## src/rtl/clock_synthesizer_multi.sv

```systemverilog
// Multi-channel programmable clock divider: NUM_CH independent square waves from input_clock,
// each with shadowed half-period, start phase, glitch-free stop and a shared re-align pulse.
module clock_synthesizer_multi #(
  parameter int unsigned      NUM_CH       = 2,
  parameter int unsigned      CNT_W        = 32,
  parameter logic [CNT_W-1:0] DEFAULT_HALF = CNT_W'(12_499_999)
) (
  input  logic              input_clock,
  input  logic              reset,
  input  logic [NUM_CH-1:0] ch_en,
  input  logic              cfg_we,
  input  logic [2:0]        cfg_ch,
  input  logic [CNT_W-1:0]  cfg_half,
  input  logic [CNT_W-1:0]  cfg_phase,
  input  logic              sync,
  output logic [NUM_CH-1:0] clk_out,
  output logic [NUM_CH-1:0] rise_tick,
  output logic [NUM_CH-1:0] fall_tick,
  output logic [NUM_CH-1:0] running
);

  typedef enum logic [1:0] {IDLE = 2'd0, RUN = 2'd1, STOP = 2'd2} state_t;

  function automatic logic [CNT_W-1:0] min_u(input logic [CNT_W-1:0] a, input logic [CNT_W-1:0] b);
    return (a < b) ? a : b;
  endfunction

  for (genvar i = 0; i < NUM_CH; i++) begin : g_ch
    state_t           state_q, state_d;
    logic [CNT_W-1:0] cnt_q, cnt_d;
    logic [CNT_W-1:0] half_act_q, half_act_d;
    logic [CNT_W-1:0] half_pend_q, phase_q;
    logic             clk_q, clk_d, rise_q, rise_d, fall_q, fall_d;
    logic             cfg_hit, at_top;

    assign cfg_hit = cfg_we && (cfg_ch == 3'(i));
    assign at_top  = (cnt_q == half_act_q);

    always_comb begin
      state_d    = state_q;
      cnt_d      = cnt_q;
      half_act_d = half_act_q;
      clk_d      = clk_q;
      rise_d     = 1'b0;
      fall_d     = 1'b0;
      if (sync && state_q != IDLE) begin
        // Seed from the newly adopted H so the counter can never start above it.
        half_act_d = half_pend_q;
        clk_d      = 1'b0;
        fall_d     = clk_q;
        if (state_q == STOP) begin
          state_d = IDLE;
          cnt_d   = '0;
        end else begin
          cnt_d   = min_u(phase_q, half_pend_q);
        end
      end else begin
        case (state_q)
          IDLE: begin
            clk_d = 1'b0;
            cnt_d = '0;
            if (cfg_hit) half_act_d = cfg_half;
            if (ch_en[i]) begin
              state_d = RUN;
              cnt_d   = min_u(cfg_hit ? cfg_phase : phase_q, half_act_d);
            end
          end
          RUN, STOP: begin
            if (state_q == RUN && !ch_en[i] && !clk_q) begin
              state_d = IDLE;
              cnt_d   = '0;
            end else begin
              if (at_top) begin
                cnt_d  = '0;
                clk_d  = !clk_q;
                rise_d = !clk_q;
                fall_d = clk_q;
                if (clk_q) half_act_d = half_pend_q;
              end else begin
                cnt_d = cnt_q + 1'b1;
              end
              // Only reachable with clk high when disabled: drain until the falling toggle.
              if (ch_en[i])    state_d = RUN;
              else if (at_top) state_d = IDLE;
              else             state_d = STOP;
            end
          end
          default: begin
            state_d = IDLE;
            cnt_d   = '0;
            clk_d   = 1'b0;
          end
        endcase
      end
    end

    always_ff @(posedge input_clock) begin
      if (reset) begin
        state_q     <= IDLE;
        cnt_q       <= '0;
        half_act_q  <= DEFAULT_HALF;
        half_pend_q <= DEFAULT_HALF;
        phase_q     <= '0;
        clk_q       <= 1'b0;
        rise_q      <= 1'b0;
        fall_q      <= 1'b0;
      end else begin
        state_q    <= state_d;
        cnt_q      <= cnt_d;
        half_act_q <= half_act_d;
        clk_q      <= clk_d;
        rise_q     <= rise_d;
        fall_q     <= fall_d;
        if (cfg_hit) begin
          half_pend_q <= cfg_half;
          phase_q     <= cfg_phase;
        end
      end
    end

    assign clk_out[i]   = clk_q;
    assign rise_tick[i] = rise_q;
    assign fall_tick[i] = fall_q;
    assign running[i]   = (state_q != IDLE);
  end

endmodule

```

## config.mk

```make
export PLATFORM = sky130hd
export DESIGN_NAME = clock_synthesizer_multi
export DESIGN_NICKNAME = d
export VERILOG_FILES = /design/src/rtl/clock_synthesizer_multi.sv
export SDC_FILE = /design/constraint.sdc
export NUM_CORES = 1
export LEC_CHECK = 0
export CORE_MARGIN = 3
export CORE_UTILIZATION = 28
export DETAILED_ROUTE_END_ITERATION = 8
export REMOVE_ABC_BUFFERS = 1
export SYNTH_ARGS = -nofsm -noshare
export SYNTH_HDL_FRONTEND = slang
export SYNTH_SLANG_ARGS = --single-unit
export TNS_END_PERCENT = 10
```

## constraint.sdc

```tcl
create_clock -name input_clock -period 6.1 [get_ports input_clock]
set_input_delay 1.22 -clock input_clock [delete_from_list [all_inputs] [get_ports input_clock]]
set_output_delay 1.22 -clock input_clock [all_outputs]
set_load 0.005 [all_outputs]
```

**Word level (Yosys, flattened, before mapping)**

Cells that the tools add are included.

- Register bits: 266
- Input bits: 73
- Output and inout port bits: 8

- Add/sub/neg operators: 2
- Order comparisons: 4
- Equal/unequal tests: 17
- Mux-type cells: 56
- Bitwise operators: 6
- Reductions and logical operators: 31

Operators by type and width:

| cell | count |
|---|---|
| two-way mux 32 bit | 30 |
| one-hot mux 32 bit (2 select lines) | 4 |
| < comparator 32 bit | 4 |
| adder 32 x 1 -> 32 bit, second input constant | 2 |
| == test 32 bit | 2 |
| two-way mux 2 bit | 12 |
| != test 3 bit, second input constant | 8 |
| OR reduction 5 bit | 2 |
| logical AND 1 bit | 8 |
| two-way mux 1 bit | 8 |
| one-hot mux 2 bit (2 select lines) | 2 |
| AND reduction 2 bit | 4 |
| AND reduction 4 bit | 2 |
| inverter 1 bit | 6 |
| nonzero test 3 bit | 2 |
| OR reduction 3 bit | 2 |
| == test 2 x 1 -> 1 bit, second input constant | 2 |
| == test 2 bit, second input constant | 2 |
| logical NOT 1 bit | 4 |
| logical NOT 2 bit | 2 |
| != test 2 x 1 -> 1 bit, second input constant | 2 |
| nonzero test 2 bit | 2 |
| OR reduction 2 bit | 2 |
| == test 3 x 1 -> 1 bit, second input constant | 1 |
| logical NOT 3 bit | 1 |

**Logic depth before layout (Yosys ltp)**

Gate-level depths: netlist of run 1.

- Depth after elaboration: 10
- Depth in mapped cells: 16
- Mapped depth without buffers: 13

**Least setup slack after synthesis of run 1**

OpenSTA, ideal clock, no wires.

- Path type: in2reg
- Start point: input port cfg_ch[2]
- End point: register g_ch[0].cnt_q[6]
- Setup time: 122 ps
- Arrival: 4768 ps
- Data required time: 5978 ps
- Slack: 1210 ps
- Cell stages on the path: 16
- Path buffers: 4
- Cells stage by stage: nor4b_2 -> clkbuf_1 -> clkbuf_1 -> mux2i_1 -> inv_1 -> ha_1 -> nand4_1 -> nor2_1 -> a2111oi_2 -> a221oi_1 -> a211o_1 -> a211o_1 -> buf_6 -> buf_4 -> mux2i_1 -> a221o_1

- Longest elaborated chain between the ends: 10

RTL lines:

| item | RTL line | source |
|---|---|---|
| from (decl) | 12 | `input logic [2:0] cfg_ch,` |
| logical NOT 3 bit * | 36 | `assign cfg_hit = cfg_we && (cfg_ch == 3'(i));` |
| logical AND 1 bit * | 36 |  |
| two-way mux 32 bit | 62 | `if (cfg_hit) half_act_d = cfg_half;` |
| two-way mux 32 bit | 58 | `case (state_q)` |
| two-way mux 32 bit | 46 | `if (sync && state_q != IDLE) begin` |
| < comparator 32 bit | 25 | `return (a < b) ? a : b;` |
| two-way mux 32 bit * | 25 |  |
| two-way mux 32 bit * | 63 | `if (ch_en[i]) begin` |
| one-hot mux 32 bit (2 select lines) * | 58 |  |
| two-way mux 32 bit * | 46 |  |
| to (signal assigned) | 109 | `cnt_q <= cnt_d;` |
| to (decl) | 30 | `logic [CNT_W-1:0] cnt_q, cnt_d;` |

Mark *: on every way between the ends. The rest lies on a longest branch, timed or not. The select of a mux whose other input is x is not followed.
A chain may end at the register's enable or synchronous reset.

**Worst setup path in the final report of run 1**

- Start point: input port cfg_ch[2]
- End point: register g_ch[0].cnt_q[18]

The elaborated chain is that of the path after synthesis.

==> results of run 1 <==
through the flow:
stage	cells	hold WS, ns	TNS, ns
3_3_place_gp	2847	0.4635	0
6_report	2908	0.4791	0
2_1_floorplan	1963	0.4478	-294.53
5_1_grt	2908	0.5075	0
3_5_place_dp	2847	0.4754	0
4_1_cts	2907	0.4821	0
routing by layer:
layer  global-route usage  up-vias  share of wire  routed length (um)
li1                     -     7429              -                   -
met1               0.2370     7412           0.44               25310
met2               0.2906      501           0.46               26180
met3              0.02359      128          0.061                3464
met4              0.07111        0          0.040                2269
met5                    0        -              0                   0
cell usage after synthesis (4+ instances only):
library cell	count
a222oi_1	17
a21oi_1	147
buf_1	9
a22oi_1	6
nor2_1	143
ha_1	130
a211o_1	33
inv_1	113
nand2b_1	14
a21boi_0	60
xnor2_1	40
a22o_1	8
mux2_2	8
mux2_4	17
dfxtp_1	266
xor2_1	84
buf_4	7
a221o_1	13
buf_2	21
and3_1	11
nor4_1	20
a2111oi_0	4
clkbuf_1	87
or3_1	4
a31oi_1	4
and4_1	9
nand3_1	33
nand2_1	372
a21o_1	12
nor2b_1	42
o21ai_1	20
o21a_1	4
o21ai_0	30
o211ai_1	87
nor3_1	11
mux2i_1	74
a211oi_1	49
nand4_1	36
report_power, final:
part	internal, mW	switching [mW]	total [mW]
Clock	1.35	0.817	2.17
Sequential	1.85	0.123	1.97
Combinational	0.427	0.666	1.09
Total	3.63	1.61	5.24
final cells by class:
class / instances / area [sq um]
clock buffers: 48 / 1037
well taps: 773 / 967.2
inverters: 113 / 424.2
flip-flops and latches: 266 / 5325
clock inverters: 12 / 162.7
repair buffers: 111 / 1097
diodes: 1 / 2.502
multi-input cells: 1584 / 10650
fillers: 6157 / 39580
state kept, by name (all words and copies together) (netlist names):
name / cells
g_ch.half_pend_q: 64
g_ch.phase_q: 64
g_ch.half_act_q: 64
g_ch.state_q: 4
g_ch.fall_q: 2
g_ch.cnt_q: 64
g_ch.clk_q: 2
g_ch.rise_q: 2
cell families (layout without fill, tap and decap cells):
family                     after synthesis  after routing  synth area share
xor gates and xnor gates               124            124           0.06448
adders and majority gates              131            131           0.09717
muxes                                   99             99           0.06448
other                                    0              1                 0
and+or+nand+nor                        710            710            0.1871
AOI/OAI and AO/OA                      520            520            0.2124
buffers and inverters                  240            284           0.05817
DFF                                    266            266            0.3162
worst min-delay path by stage:
stage	end	slack, ns
5_1_grt	g_ch[1].half_act_q[28]$_SDFFE_PP0P_	0.51
3_5_place_dp	g_ch[1].half_act_q[28]$_SDFFE_PP0P_	0.48
4_1_cts	g_ch[1].half_act_q[28]$_SDFFE_PP0P_	0.48
3_3_place_gp	g_ch[1].half_act_q[28]$_SDFFE_PP0P_	0.46
2_1_floorplan	g_ch[1].half_act_q[14]$_SDFFE_PP0P_	0.45
6_report	g_ch[1].half_act_q[28]$_SDFFE_PP0P_	0.48
worst max-delay path, cell delays in order:
cell,delay [ns]
clkdlybuf4s50_1,0.52
nor4b_4,0.38
buf_12,0.37
mux2i_1,0.36
inv_1,0.10
ha_1,0.31
nand4_1,0.14
or2_2,0.34
nor3_1,0.30
nor3b_1,0.28
a211o_2,0.18
buf_4,0.35
mux2_2,0.38
o211ai_1,0.15
==> impl_metrics.csv, run 1 <==
group,metric,value,unit
status,status,"finished clean",
cells_and_area,layout_common_cells,"nand2_1, dfxtp_1, a21oi_1",
pwr,power_leakage,8.313,nW
die,rows,89,
clocking,cts_sinks,266,
critical_path,crit_start,"cfg_ch[2]",
pwr,power.density,266.3,nW/um^2
flow_run,maxCapViolCount,0,
grt,track_usage,0.1776,
synth,synth_edf_count,0,
cells_and_area,area_growth,16.74,%
pwr,p_total,5.237,mW
placed_design,portBuffers,80,
clocking,cts_tree,"yes",
sta,timing.final.ws_setup,1.066,ns
critical_path,crit_fanout,67,
cells_and_area,drive_above_1_share,0.06186,
sta,finalCritPeriodShare,0.8253,
sta,timing.final.crit_period,5.034,ns
placed_design,gp_congestion,0.9155,
sta,finalClockSkew,0.01906,ns
routing,drtIter0Drc,1432,
routing,dr.pass1.iters,8,
critical_path,path_class,"primary input to flop",
die,dieHeight,251.3,um
min_path,hold_start,"g_ch[1].half_act_q[28]$_SDFFE_PP0P_",
sta,worstMarginPinSlew,1.146,ns
grt,grt_max_degree,77,
routing,drc,0,
clocking,cts_resized,0,
die,core,59240,sq um
routing,routedWlPerCell,19.68,um
placed_design,dp_hpwl,41380,um
sta,rsz0062_at_grt,"no",
synth,synth_seq_area_share,0.3162,
synth,ys_types,65,
die,die_area,63130,sq um
clocking,insertion_delay,0.53,ns
synth,synth_area_leaders,"dfxtp_1, ha_1, nand2_1, mux2i_1, a21oi_1",
critical_path,r2r_slack,2.77,ns
routing,routed-via-count,15470,
synth,yosysTopAreaCell,"dfxtp_1",
critical_path,r2r_start,"g_ch[0].half_pend_q[11]$_SDFFE_PP1N_",
sta,slew_headroom,0.2339,
critical_path,ff2ff_path_depth,11,
sta,max_freq,198.6,MHz
clocking,clockBufferDepth,3,
critical_path,cp.required,6.54,ns
die,ios,81,
cells_and_area,final_core_util,0.3319,
clocking,hold_buffers,0,
synth,synthCells,2090,
critical_path,cp-start-kind,"primary input",
cells_and_area,layout.nets,2313,
sta,hold_violations,0,
routing,wirelength,57220,um
synth,synth_seq_cells,266,
grt,grt_first_pass_wirelength,88870,um
clocking,clk_pin_slew,0.06,ns
grt,antenna_found_initial,2,
critical_path,end_kind,"flop",
critical_path,crit_arrival,5.47,ns
synth,ys_async_sr_fraction,0,
synth,synth_top_area_frac,0.3162,
critical_path,crit_end,"g_ch[0].cnt_q[18]$_SDFF_PP0_",
die,initial_core_util,0.2843,
clocking,clock-root-buffer,"clkbuf_16",
synth,yosysWarnings,0,
placed_design,dp_slack,0.5621,ns
cells_and_area,final_common_cell,"nand2_1",
die,die_w,251.3,um
clocking,cts_setup_buffers,0,
routing,vias_per_cell,5.320,
critical_path,reg2reg_to,"g_ch[0].cnt_q[15]$_SDFF_PP0_",
sta,drv_slew,0,
grt,grt_pass1_vias,15269,
cells_and_area,final_cell_area,19660,sq um
synth,syn_avg_cell_area,8.059,sq um
clocking,cts-buffers-inserted,34,
pwr,peakVddDrop,0.1501,mV
clocking,htreeDepth,2,
min_path,hold_class,"flop to flop",
sta,setup_viol,0,
grt,grt_overflow,0,
synth,netlist_area,16840,sq um
routing,antenna_left,0,
synth,ys.flop_type,"dfxtp_1",
min_path,whs_path_depth,2,
placed_design,post_dp_cell_area,18460,sq um
Power figures use the tool's default switching activity.
==> inputs of run 2 (changes only) <==
==> constraint.sdc (replaced) <==
create_clock -name input_clock -period 4.8 [get_ports input_clock]
set_input_delay 0.96 -clock input_clock [delete_from_list [all_inputs] [get_ports input_clock]]
set_output_delay 0.96 -clock input_clock [all_outputs]
set_load 0.005 [all_outputs]
==> impl_metrics.csv, run 2 (same netlist as run 1, synthesis figures left out) <==
group,metric,value,unit
cells_and_area,num_antenna_cells,0,
critical_path,cp.required,5.25,ns
cells_and_area,regArea,5325,sq um
cells_and_area,finalNonFillerCells,3033,
sta,setup_viol,0,
die,die_area,63130,sq um
placed_design,dp_hpwl,44070,um
pwr,switchingPower,2.083,mW
status,status,"finished clean",
cells_and_area,area_growth,22.41,%
clocking,clk_pin_slew,0.06,ns
clocking,insertion_delay,0.55,ns
die,initial_core_util,0.2843,
die,core,59240,sq um
critical_path,r2r_slack,1.43,ns
cells_and_area,multi_input_area,10650,sq um
sta,finalClockSkew,0.03159,ns
min_path,whs_path_depth,2,
placed_design,portBuffers,80,
grt,grt_overflow,0,
placed_design,dpl.cell_count,2974,
routing,vias_per_cell,5.264,
clocking,hold_buffers,0,
routing,antenna_left,0,
die,ios,81,
clocking,cts-buffers-inserted,34,
clocking,cts_tree,"yes",
grt,antenna_found_initial,1,
die,die_w,251.3,um
clocking,cts_sinks,266,
critical_path,cp-start-kind,"primary input",
pwr,p_int,4.495,mW
sta,rsz0062_at_grt,"no",
clocking,cts_setup_buffers,0,
min_path,hold_start,"g_ch[1].half_act_q[28]$_SDFFE_PP0P_",
sta,timing.final.ws_setup,0.2464,ns
routing,routedWlPerCell,19.62,um
pwr,power_leakage,8.886,nW
critical_path,crit_arrival,5.01,ns
clocking,htreeDepth,2,
sta,worstMarginPinSlew,0.8419,ns
routing,drc,0,
sta,finalCritPeriodShare,0.9487,
critical_path,r2r_start,"g_ch[0].half_pend_q[11]$_SDFFE_PP1N_",
sta,slew_headroom,0.4388,
die,dieHeight,251.3,um
clocking,cts_resized,0,
placed_design,dp_slack,-0.3769,ns
routing,routed-via-count,15965,
pwr,peakVddDrop,0.1714,mV
sta,max_freq,219.6,MHz
cells_and_area,drive_above_1_share,0.1119,
critical_path,path_class,"primary input to flop",
grt,grt_first_pass_wirelength,91690,um
critical_path,reg2reg_to,"g_ch[0].cnt_q[15]$_SDFF_PP0_",
routing,wirelength,59520,um
sta,hold_violations,0,
sta,timing.final.crit_period,4.554,ns
cells_and_area,final_core_util,0.3480,
min_path,hold_path_end,"g_ch[1].half_act_q[28]$_SDFFE_PP0P_",
grt,track_usage,0.1847,
clocking,clockBufferDepth,3,
die,rows,89,
pwr,power.density,319.0,nW/um^2
placed_design,gp_congestion,0.9319,
critical_path,ff2ff_path_depth,12,
critical_path,crit_fanout,21,
cells_and_area,layout.nets,2440,
pwr,pwr-share-comb,0.236,
pwr,pwr-share-clk,0.382,
cells_and_area,final_common_cell,"nand2_1",
flow_run,maxCapViolCount,0,
sta,drv_slew,0,
grt,grt_pass1_vias,15833,
critical_path,end_kind,"flop",
cells_and_area,layout_common_cells,"nand2_1, dfxtp_1, a21oi_1",
routing,dr.pass1.iters,8,
pwr,p_seq_frac,0.382,
grt,grt_max_degree,126,
min_path,hold_class,"flop to flop",
cells_and_area,num-fill-cells,6159,
clocking,clock-root-buffer,"clkbuf_16",
pwr,swShare,0.3167,
routing,drtIter0Drc,1480,
==> run 2: critical path: stages <==
cell and delay, ns:
clkdlybuf4s50_1 0.51, nor4b_4 0.35, buf_12 0.24, buf_4 0.20, mux2i_1 0.35, inv_1 0.09
ha_1 0.29, nand4_1 0.12, or2_2 0.34, nor3_1 0.31, nor3b_1 0.29, a211o_2 0.25
buf_12 0.19, mux2_2 0.35, o211ai_1 0.15
==> run 2: worst max path at each step <==
stage,startpoint,endpoint,slack [ns],cells after the start
CTS,cfg_ch[1],g_ch[0].cnt_q[18]$_SDFF_PP0_,0.18,16
floorplan,cfg_ch[1],g_ch[1].cnt_q[10]$_SDFF_PP0_,-5.49,11
finish,cfg_ch[1],g_ch[0].cnt_q[2]$_SDFF_PP0_,0.25,15
global placement,cfg_ch[1],g_ch[0].cnt_q[18]$_SDFF_PP0_,-0.40,16
global route,cfg_ch[1],g_ch[0].cnt_q[2]$_SDFF_PP0_,0.03,16
detailed placement,cfg_ch[1],g_ch[0].cnt_q[18]$_SDFF_PP0_,-0.38,16
==> run 2: power by group through the flow <==
stage	clock network (mW)	registers, mW	logic (mW)
6_report	2.51	2.51	1.56
5_1_grt	2.65	2.53	1.69
4_1_cts	2.56	2.51	1.55
3_5_place_dp	0	2.56	1.54
3_3_place_gp	0	2.55	1.52
2_1_floorplan	0	2.51	0.886
==> run 2: metrics by stage <==
step	TNS, ns	hold WS (ns)	area, sq um	power (mW)
after detailed placement	-10.62	0.4731	19550	4.097
after global placement	-10.52	0.4656	19550	4.075
after global routing	0	0.4969	20620	6.873
after CTS	0	0.4833	20620	6.619
final	0	0.4844	20620	6.578
after floorplan	-536.47	0.4478	16290	3.395
==> run 2: final cells by class <==
| class | count | area share |
|---|---|---|
| clock buffers | 54 | 0.05031 |
| inverters | 113 | 0.02057 |
| clock inverters | 5 | 0.001396 |
| well taps | 773 | 0.04691 |
| multi-input cells | 1584 | 0.5164 |
| repair buffers | 238 | 0.1061 |
| flip-flops and latches | 266 | 0.2583 |
==> run 2: metal layers <==
metal | vias up | global-route usage | routed length [um]
met1 | 7627 | 0.2338 | 25930
met5 | - | 0 | 0
met2 | 526 | 0.3077 | 27440
li1 | 7686 | - | -
met4 | 0 | 0.07857 | 2409
met3 | 126 | 0.03538 | 3733
